**src/rtl/fp_mult_pkg.sv**
```systemverilog
// ============================================================================
// Module      : fp_mult_pkg
// Description : Shared types and constants for the custom-format FP
//               multiplier (sign | ES-bit exponent | M-bit fraction).
//               Constants are derived from (N, ES) through functions so that
//               every parameterisation of the datapath uses one definition.
// Revision    : 1.0 - initial release
// ============================================================================
`default_nettype none

package fp_mult_pkg;

    // Fraction width
    function automatic int fp_m(input int n, input int es);
        return n - 1 - es;
    endfunction

    // Exponent bias, 2^(ES-1)-1
    function automatic int fp_bias(input int es);
        return (1 << (es - 1)) - 1;
    endfunction

    // All-ones exponent (inf / NaN encoding)
    function automatic int fp_exp_max(input int es);
        return (1 << es) - 1;
    endfunction

    // Canonical quiet NaN: sign 0, exponent all-ones, fraction MSB set.
    // Returned 64 bits wide; callers keep the low N bits.
    function automatic logic [63:0] fp_qnan(input int n, input int es);
        logic [63:0] v;
        v = (((64'd1 << es) - 64'd1) << (n - 1 - es)) | (64'd1 << (n - 2 - es));
        return v;
    endfunction

    typedef enum logic [1:0] {
        CLS_ZERO = 2'd0,
        CLS_NORM = 2'd1,
        CLS_INF  = 2'd2,
        CLS_NAN  = 2'd3
    } fp_class_e;

    // Flag vector bit positions: {invalid, overflow, underflow, inexact}
    localparam int FLG_INV = 3;
    localparam int FLG_OVF = 2;
    localparam int FLG_UNF = 1;
    localparam int FLG_INX = 0;

endpackage

`default_nettype wire

```
**src/rtl/fp_round_pack.sv**
```systemverilog
// ============================================================================
// Module      : fp_round_pack
// Description : Combinational round + pack for a normalised significand.
//               Applies RNE/RTZ, handles rounding carry-out, saturates to
//               inf / max-finite on overflow, flushes to zero on underflow,
//               and passes pre-decoded special results straight through.
// Ports       : i_sign/i_exp/i_frac  normalised result (exp signed, ES+2 b)
//               i_guard/i_sticky     bits below the fraction LSB
//               i_rnd_mode           0 = RNE, 1 = RTZ
//               i_spec/i_spec_word/i_spec_inv  special-case bypass
//               o_r/o_flags          packed word, {inv, ovf, unf, inx}
// Revision    : 1.0 - initial release
// ============================================================================
`default_nettype none

module fp_round_pack
    import fp_mult_pkg::*;
#(
    parameter int N  = 24,
    parameter int ES = 6
) (
    input  logic            i_sign,
    input  logic [ES+1:0]   i_exp,
    input  logic [N-ES-2:0] i_frac,
    input  logic            i_guard,
    input  logic            i_sticky,
    input  logic            i_rnd_mode,
    input  logic            i_spec,
    input  logic [N-1:0]    i_spec_word,
    input  logic            i_spec_inv,
    output logic [N-1:0]    o_r,
    output logic [3:0]      o_flags
);

    localparam int M = fp_m(N, ES);
    localparam logic signed [ES+1:0] c_EXP_MAX = (ES+2)'(fp_exp_max(ES));

    logic                 w_inc;
    logic [M:0]           w_sum;
    logic signed [ES+1:0] w_exp_r;
    logic                 w_ovf;
    logic                 w_unf;

    always_comb begin
        w_inc   = !i_rnd_mode && i_guard && (i_sticky || i_frac[0]);
        w_sum   = {1'b0, i_frac} + {{M{1'b0}}, w_inc};
        // A carry out of the fraction means 1.11..1 rounded up to 10.00..0:
        // the fraction is already zero, only the exponent moves.
        w_exp_r = $signed(i_exp) + $signed({{(ES+1){1'b0}}, w_sum[M]});
        w_ovf   = (w_exp_r >= c_EXP_MAX);
        w_unf   = w_exp_r[ES+1] || (w_exp_r == '0);

        o_r     = {i_sign, w_exp_r[ES-1:0], w_sum[M-1:0]};
        o_flags = '0;
        if (i_spec) begin
            o_r              = i_spec_word;
            o_flags[FLG_INV] = i_spec_inv;
        end else if (w_ovf) begin
            o_r              = i_rnd_mode ? {i_sign, {(ES-1){1'b1}}, 1'b0, {M{1'b1}}}
                                          : {i_sign, {ES{1'b1}}, {M{1'b0}}};
            o_flags[FLG_OVF] = 1'b1;
            o_flags[FLG_INX] = 1'b1;
        end else if (w_unf) begin
            o_r              = {i_sign, {(N-1){1'b0}}};
            o_flags[FLG_UNF] = 1'b1;
            o_flags[FLG_INX] = 1'b1;
        end else begin
            o_flags[FLG_INX] = i_guard || i_sticky;
        end
    end

endmodule

`default_nettype wire

```
**src/rtl/fp_mult_pipe.sv**
```systemverilog
// ============================================================================
// Module      : fp_mult_pipe
// Description : Three-stage pipelined custom-format FP multiplier with
//               valid/ready handshake and full backpressure.
//               S1: decode + significand multiply, S2: normalise,
//               S3: round + pack (fp_round_pack). The whole pipe advances
//               together whenever the output register can accept data.
// Ports       : clk, rst_n (async, active-low)
//               in_valid/in_ready, a, b, rnd_mode   operand side
//               out_valid/out_ready, r, flags       result side
// Revision    : 1.0 - initial release
// ============================================================================
`default_nettype none

module fp_mult_pipe
    import fp_mult_pkg::*;
#(
    parameter int N  = 24,
    parameter int ES = 6
) (
    input  logic         clk,
    input  logic         rst_n,
    input  logic         in_valid,
    output logic         in_ready,
    input  logic [N-1:0] a,
    input  logic [N-1:0] b,
    input  logic         rnd_mode,
    output logic         out_valid,
    input  logic         out_ready,
    output logic [N-1:0] r,
    output logic [3:0]   flags
);

    localparam int M = fp_m(N, ES);
    localparam logic [ES+1:0] c_BIAS     = (ES+2)'(fp_bias(ES));
    localparam logic [63:0]   c_QNAN_64  = fp_qnan(N, ES);
    localparam logic [N-1:0]  c_QNAN     = c_QNAN_64[N-1:0];

    function automatic fp_class_e classify(input logic [ES-1:0] e, input logic [M-1:0] f);
        if (e == '0)               return CLS_ZERO;
        else if (e != {ES{1'b1}})  return CLS_NORM;
        else if (f == '0)          return CLS_INF;
        else                       return CLS_NAN;
    endfunction

    // ---------------- Stage 1: decode + multiply ----------------
    fp_class_e        w_ca, w_cb;
    logic             w_sign1;
    logic [ES+1:0]    w_exp1;
    logic [2*M+1:0]   w_prod1;
    logic             w_spec1;
    logic             w_inv1;
    logic [N-1:0]     w_word1;

    always_comb begin
        w_ca    = classify(a[N-2 -: ES], a[M-1:0]);
        w_cb    = classify(b[N-2 -: ES], b[M-1:0]);
        w_sign1 = a[N-1] ^ b[N-1];
        w_exp1  = {2'b00, a[N-2 -: ES]} + {2'b00, b[N-2 -: ES]} - c_BIAS;
        w_prod1 = {{(M+1){1'b0}}, 1'b1, a[M-1:0]} * {{(M+1){1'b0}}, 1'b1, b[M-1:0]};

        w_spec1 = 1'b1;
        w_inv1  = 1'b0;
        w_word1 = c_QNAN;
        if ((w_ca == CLS_ZERO && w_cb == CLS_INF) || (w_ca == CLS_INF && w_cb == CLS_ZERO)) begin
            w_inv1 = 1'b1;
        end else if (w_ca == CLS_NAN || w_cb == CLS_NAN) begin
            w_word1 = c_QNAN;
        end else if (w_ca == CLS_INF || w_cb == CLS_INF) begin
            w_word1 = {w_sign1, {ES{1'b1}}, {M{1'b0}}};
        end else if (w_ca == CLS_ZERO || w_cb == CLS_ZERO) begin
            w_word1 = {w_sign1, {(N-1){1'b0}}};
        end else begin
            w_spec1 = 1'b0;
        end
    end

    logic             r_v1, r_v2, r_v3;
    logic             r_sign1, r_rnd1, r_spec1, r_inv1;
    logic [ES+1:0]    r_exp1;
    logic [2*M+1:0]   r_prod1;
    logic [N-1:0]     r_word1;

    // ---------------- Stage 2: normalise ----------------
    logic             w_msb2;
    logic [ES+1:0]    w_exp2;
    logic [M-1:0]     w_frac2;
    logic             w_guard2;
    logic             w_sticky2;

    always_comb begin
        // Product of two [1,2) significands lies in [1,4); MSB set means >= 2.
        w_msb2    = r_prod1[2*M+1];
        w_exp2    = r_exp1 + {{(ES+1){1'b0}}, w_msb2};
        w_frac2   = w_msb2 ? r_prod1[2*M:M+1] : r_prod1[2*M-1:M];
        w_guard2  = w_msb2 ? r_prod1[M]       : r_prod1[M-1];
        w_sticky2 = w_msb2 ? |r_prod1[M-1:0]  : |r_prod1[M-2:0];
    end

    logic             r_sign2, r_rnd2, r_spec2, r_inv2, r_guard2, r_sticky2;
    logic [ES+1:0]    r_exp2;
    logic [M-1:0]     r_frac2;
    logic [N-1:0]     r_word2;

    // ---------------- Stage 3: round + pack ----------------
    logic [N-1:0]     w_r3;
    logic [3:0]       w_flags3;
    logic [N-1:0]     r_r3;
    logic [3:0]       r_flags3;

    fp_round_pack #(.N(N), .ES(ES)) u_round_pack (
        .i_sign      (r_sign2),
        .i_exp       (r_exp2),
        .i_frac      (r_frac2),
        .i_guard     (r_guard2),
        .i_sticky    (r_sticky2),
        .i_rnd_mode  (r_rnd2),
        .i_spec      (r_spec2),
        .i_spec_word (r_word2),
        .i_spec_inv  (r_inv2),
        .o_r         (w_r3),
        .o_flags     (w_flags3)
    );

    // ---------------- Handshake + pipeline registers ----------------
    assign in_ready  = !r_v3 || out_ready;
    assign out_valid = r_v3;
    assign r         = r_r3;
    assign flags     = r_flags3;

    always_ff @(posedge clk or negedge rst_n) begin
        if (!rst_n) begin
            r_v1 <= 1'b0; r_v2 <= 1'b0; r_v3 <= 1'b0;
            r_sign1 <= 1'b0; r_rnd1 <= 1'b0; r_spec1 <= 1'b0; r_inv1 <= 1'b0;
            r_exp1 <= '0; r_prod1 <= '0; r_word1 <= '0;
            r_sign2 <= 1'b0; r_rnd2 <= 1'b0; r_spec2 <= 1'b0; r_inv2 <= 1'b0;
            r_guard2 <= 1'b0; r_sticky2 <= 1'b0;
            r_exp2 <= '0; r_frac2 <= '0; r_word2 <= '0;
            r_r3 <= '0; r_flags3 <= '0;
        end else if (in_ready) begin
            r_v1      <= in_valid;
            r_sign1   <= w_sign1;
            r_rnd1    <= rnd_mode;
            r_spec1   <= w_spec1;
            r_inv1    <= w_inv1;
            r_exp1    <= w_exp1;
            r_prod1   <= w_prod1;
            r_word1   <= w_word1;

            r_v2      <= r_v1;
            r_sign2   <= r_sign1;
            r_rnd2    <= r_rnd1;
            r_spec2   <= r_spec1;
            r_inv2    <= r_inv1;
            r_guard2  <= w_guard2;
            r_sticky2 <= w_sticky2;
            r_exp2    <= w_exp2;
            r_frac2   <= w_frac2;
            r_word2   <= r_word1;

            r_v3      <= r_v2;
            r_r3      <= w_r3;
            r_flags3  <= w_flags3;
        end
    end

endmodule

`default_nettype wire

```
**config.mk**
```make
export PLATFORM = sky130hd
export DESIGN_NAME = fp_mult_pipe
export DESIGN_NICKNAME = d
export VERILOG_FILES = /design/src/rtl/fp_mult_pkg.sv /design/src/rtl/fp_round_pack.sv /design/src/rtl/fp_mult_pipe.sv
export SDC_FILE = /design/constraint.sdc
export NUM_CORES = 1
export LEC_CHECK = 0
export CORE_AREA = 2 2 219 221
export DETAILED_ROUTE_END_ITERATION = 12
export DIE_AREA = 0 0 221 223
export SYNTH_ARGS = -nofsm -noshare
export SYNTH_HDL_FRONTEND = slang
export SYNTH_SLANG_ARGS = --single-unit
export TNS_END_PERCENT = 100
```
**constraint.sdc**
```tcl
create_clock -name clk -period 6.33 [get_ports clk]
set_clock_uncertainty 0.15 [all_clocks]
set_input_delay 0.9495 -clock clk [delete_from_list [all_inputs] [get_ports clk]]
set_output_delay 0.9495 -clock clk [all_outputs]
set_load 0.01 [all_outputs]
```
## Word-level counts from Yosys, hierarchy flattened

Index checks and enable logic that the tools add are counted.
Widths: inputs -> output; s select.

- Logic and storage cells: 87
- Bits in registers: 158
- Input port bits: 53
- Output and inout port bits: 30

- Equality and inequality tests: 6
- Multiply operators: 1
- Muxes and demuxes: 29
- Reductions and logical operators: 23
- $lt $le $gt $ge: 1
- Add/subtract/negate cells: 5
- Bitwise logic cells: 1

Operators with widths:

| operator | number |
|---|---|
| $mux 24 | 5 |
| $mux 23 | 2 |
| $mul 18x18->36 | 1 |
| $logic_not 17->1 | 2 |
| $add 17x1->18 | 1 |
| $mux 18 | 1 |
| $mux 17 | 1 |
| $reduce_or 17->1 | 1 |
| $reduce_or 16->1 | 1 |
| $mux 1 | 15 |
| $logic_not 6->1 | 2 |
| $ne 6x6->1 const B | 2 |
| $add 8x1->8 | 1 |
| $add 8x2->8 | 1 |
| $eq 2x2->1 const B | 4 |
| $ge 8x7->1 const B | 1 |
| $logic_not 8->1 | 1 |
| $logic_or 1x1->1 | 8 |
| $mux 2 | 4 |
| $sub 7x5->8 const B | 1 |
| $add 6x6->7 | 1 |
| $logic_and 1x1->1 | 4 |
| $logic_not 2->1 | 2 |
| $mux 3 | 1 |
| other kinds (2) | 3 |

## Longest topological paths before layout

- Depth in word-level cells: 10
- Depth in mapped cells: 24
- Depth with buffers taken out: 23

## Cells and area by module

A second synthesis with hierarchy kept.

- Cell total of the unflattened synthesis: 1951
- Area total of the unflattened synthesis: 16915.0 um^2

Modules (own cells, without submodules):

| module | instances | area each (um^2) | seq. area each (um^2) | cells an instance |
|---|---|---|---|---|
| fp_mult_pipe | 1 | 15537.4 | 2902.8 | 1764 |
| fp_round_pack | 1 | 1377.6 | 0.0 | 187 |

## Worst setup path after synthesis

OpenSTA, ideal clock, no wires.

- Kind: input to register
- From: in a[10]
- To: reg r_prod1[29]
- Required time: 6.054 ns
- Setup slack: -0.283 ns
- Buffers on the path: 3
- Stages on the path: 22
- Arrival: 6.337 ns
- Library setup time: 0.126 ns
- Path through: clkbuf_1 > clkbuf_1 > nand2_1 > fa_1 > fa_1 > fa_1 > inv_1 > fa_1 > fa_1 > inv_1 > fa_1 > inv_1 > ha_1 > clkbuf_1 > a21oi_1 > o21ai_0 > a211o_1 > o21ai_0 > and2b_1 > o21a_1 > mux2i_1 > o21ai_0

- Longest elaborated chain between the ends: 1

Ends and longest elaborated chain:

| item | RTL line | RTL |
|---|---|---|
| start, declared | fp_mult_pipe.sv:25 | `input logic [N-1:0] a,` |
| $mul 18x18->36 | fp_mult_pipe.sv:60 | `w_prod1 = {{(M+1){1'b0}}, 1'b1, a[M-1:0]} * {{(M+1){1'b0}}, 1'b1, b[M-1:0]};` |
| end signal, assigned | fp_mult_pipe.sv:147 | `r_prod1 <= w_prod1;` |
| end, declared | fp_mult_pipe.sv:81 | `logic [2*M+1:0] r_prod1;` |

Every way passes these cells.
A chain may end at the register's enable or synchronous reset.

## Final worst setup path

- From: in a[8]
- To: reg r_prod1[29]

Same word-level chain as after synthesis.

==> out/metrics.yaml <==
grt_pass1_vias: 13600
ys_seq_elements: 116
cts-root-buf: "clkbuf_16"
synth_cell_type_count: 58
setup_violations: 0
drt_iter0_drc: 833
initial_core_util_pct: 34.4
placementRows: 80
period_needed_ps: 6260
clk_pin_slew_worst_paths_ps: 60
grt_max_degree: 110
rsz0062_at_grt: "yes"
syn_inst: 1845
antenna_found_initial: 0
num-nets-final: 2547
area_delta_synth_final_pct: 28.5
fill_cells: 4549
routedWlPerCell_um: 16.2
avgSynthCellArea_um2: 8.79
synth_edf_count: 0
die_x_um: 221
synthDominantCellAreaShare_pct: 31.7
cpMostUsedCell: "fa_1"
finalCoreUtilization_pct: 44.2
hold_buffers: 0
clk_path_buf_depth: 2
die_h_um: 223
critPathArrivalTime_ps: 6410
routabilityCongestion: 0.886
ys_warn_count: 0
synthFlopType: "dfrtp_1"
drt-pass1-iter-count: 5
cts_tree: "done"
worst_pin_slew_ps: 986
grt_overflow: 0
drive_above_1_share_pct: 19.6
worstSetupPathType: "primary input to register"
track_usage_pct: 17.5
slowest_stage: "fa_2"
syn_area_um2: 16200
end_kind: "register"
synth_area_leader_cell: "fa_1"
crit_chain: "dlygate4sd2_1, buf_6, buf_4, and2_1, fa_1, inv_1, fa_2, fa_1, inv_2, fa_2, fa_1, inv_1, fa_1, inv_1, ha_4, buf_4, a211o_1, o21ai_2, and2b_1, o21a_1, mux2i_1, o21ai_1"
numCtsBuffers: 17
cpPeakStageDelay_ps: 570
crit_family: "adder cells"
setup-tns-final_ps: 0
crit_buf_inv: 8
n_antenna_cell: 0
max_slew_margin_pct: 34.3
report.final.hold_viol_count: 0
outcome: "finished clean"
fin_crit_sh_pct: 98.9
io_pins: 83
drv_cap: 0
synth-async-reset-ratio_pct: 100
die-area_um2: 49300
syn_nets: 2281
drc: 0
vias: 13200
insertion_delay_ps: 410
grt_pass1_wl_mm: 70.3
worstPathRequired_ps: 6480
dp_hpwl_mm: 35.5
crit_path_start_kind: "primary input"
hold_path.class: "register to register"
slew_violations: 0
cts.sinks: 116
ys_seq_area_share_pct: 17.9
worstPathMaxFanout: 7
wirelength_mm: 44.5
ctsHtreeMaxLevel: 4
yosys-top-cells-area: "fa_1 32%, dfrtp_1 18%, ha_1 9.7%, inv_1 8.0%, nand2_1 7.4%"
ant_nets: 0
io_buffers: 82
coreArea_um2: 47100
fmax_mhz: 160
vias_per_cell: 4.82
[layout by cell type, fill, tap and decap left out, drive strengths merged, types with 8 or more instances in the layout]
cell,n
a211oi,8
a21o,15
a21oi,59
a22o,16
and2,106
and3,13
buf,250
clkbuf,34
clkdlybuf4s50,52
dfrtp,116
dlymetal6s2s,14
fa,257
ha,126
inv,351
mux2i,22
nand2,318
nand3,32
nand4,11
nor2,68
nor4,14
o211ai,8
o21ai,79
xnor2,30
xor2,33
[synth_stat cells, drive strengths merged (3+ instances only)]
library cell and instances:
a22o 16, nor2 68, a31oi 4, nor4 14
a221o 5, a21o 15, o21ai 79, o21bai 6
nor3 7, and2 106, a21oi 59, o21a 7
clkbuf 82, or4 3, ha 126, o211ai 8
nand2b 6, xnor2 30, nand4 11, o31ai 5
buf 8, dfrtp 116, nand2 318, fa 257
mux2i 22, a211oi 8, xor2 33, and3 13
nor2b 3, or2 3, nand3 32, inv 348
[worst paths after layout]
path	startpoint	end	slack, ps	cells past startpoint
max in group asynchronous	rst_n	r_prod1[1]	4370	2
min	r_v2	r_v2	310	2
min reg2reg	r_v2	r_v2	310	2
min in group asynchronous	rst_n	r[12]	470	1
max reg2reg	r_sticky2	r[11]	1860	14
max	a[8]	r_prod1[29]	70	22
[kinds of logic after synthesis]
family                     count (synthesis)  share of synthesized area (%)
adders and majority gates                383                           41.5
DFF                                      116                           17.9
xor gates and xnor gates                  63                           3.40
and+or+nand+nor                          592                           16.7
buffers and inverters                    439                           10.2
AOI/OAI and AO/OA                        229                           8.89
muxes                                     23                           1.43
[per-stage QoR]
step / setup WS (ps) / cells / hold slack (ps) / instance area, um^2
detailed placement: -828 / 2665 / 300 / 19200
finish: 71.6 / 2738 / 308 / 20800
global route: -93.3 / 2738 / 330 / 20800
floorplan: 12.6 / 1845 / 280 / 16200
CTS: -8.42 / 2704 / 313 / 20200
global placement: -742 / 2665 / 293 / 19200
[layout make-up]
class,instances,area (um^2),area share [%]
clock inverter,14,155,0.745
multi-input combinational,1290,12200,58.5
inverter,349,1320,6.31
clock buffer,17,425,2.04
timing repair buffer,337,3080,14.8
sequential,116,2900,13.9
tap,615,769,3.69
[repair_timing]
item                                   4_1_cts  5_1_grt
endpoints found under the hold margin        0        0
setup endpoints to repair                   19       21
cloned                                       0        9
pin swaps                                   41       71
gates resized for setup                     97      120
buffers inserted                             8       26
[metal layers]
metal  global-route usage (%)  part of all wire [%]
met5                        0                     0
met4                     5.22                   2.5
met3                     1.86                   4.2
met2                     30.7                    50
met1                     22.9                    43
[flip-flops by register name (all words and copies together) (netlist names), 3 cells and up]
name / flops
r_frac2: 17
r_exp1: 8
r_word1: 3
r_prod1: 36
flags: 4
r_word2: 3
r: 24
r_exp2: 8
[worst register-to-register path, delay by kind of cell, from the launching register on]
family / cells / cell delay (ps)
AO/OA/AOI/OAI: 4 / 1690
XOR/XNOR: 1 / 150
AND/OR/NAND/NOR: 6 / 1250
adder cells (fa/ha/maj): 3 / 780
flip-flops: 1 / 390
Power is not shown: default switching activity piles up to over one toggle a cycle in this logic, so the estimate is an artifact.
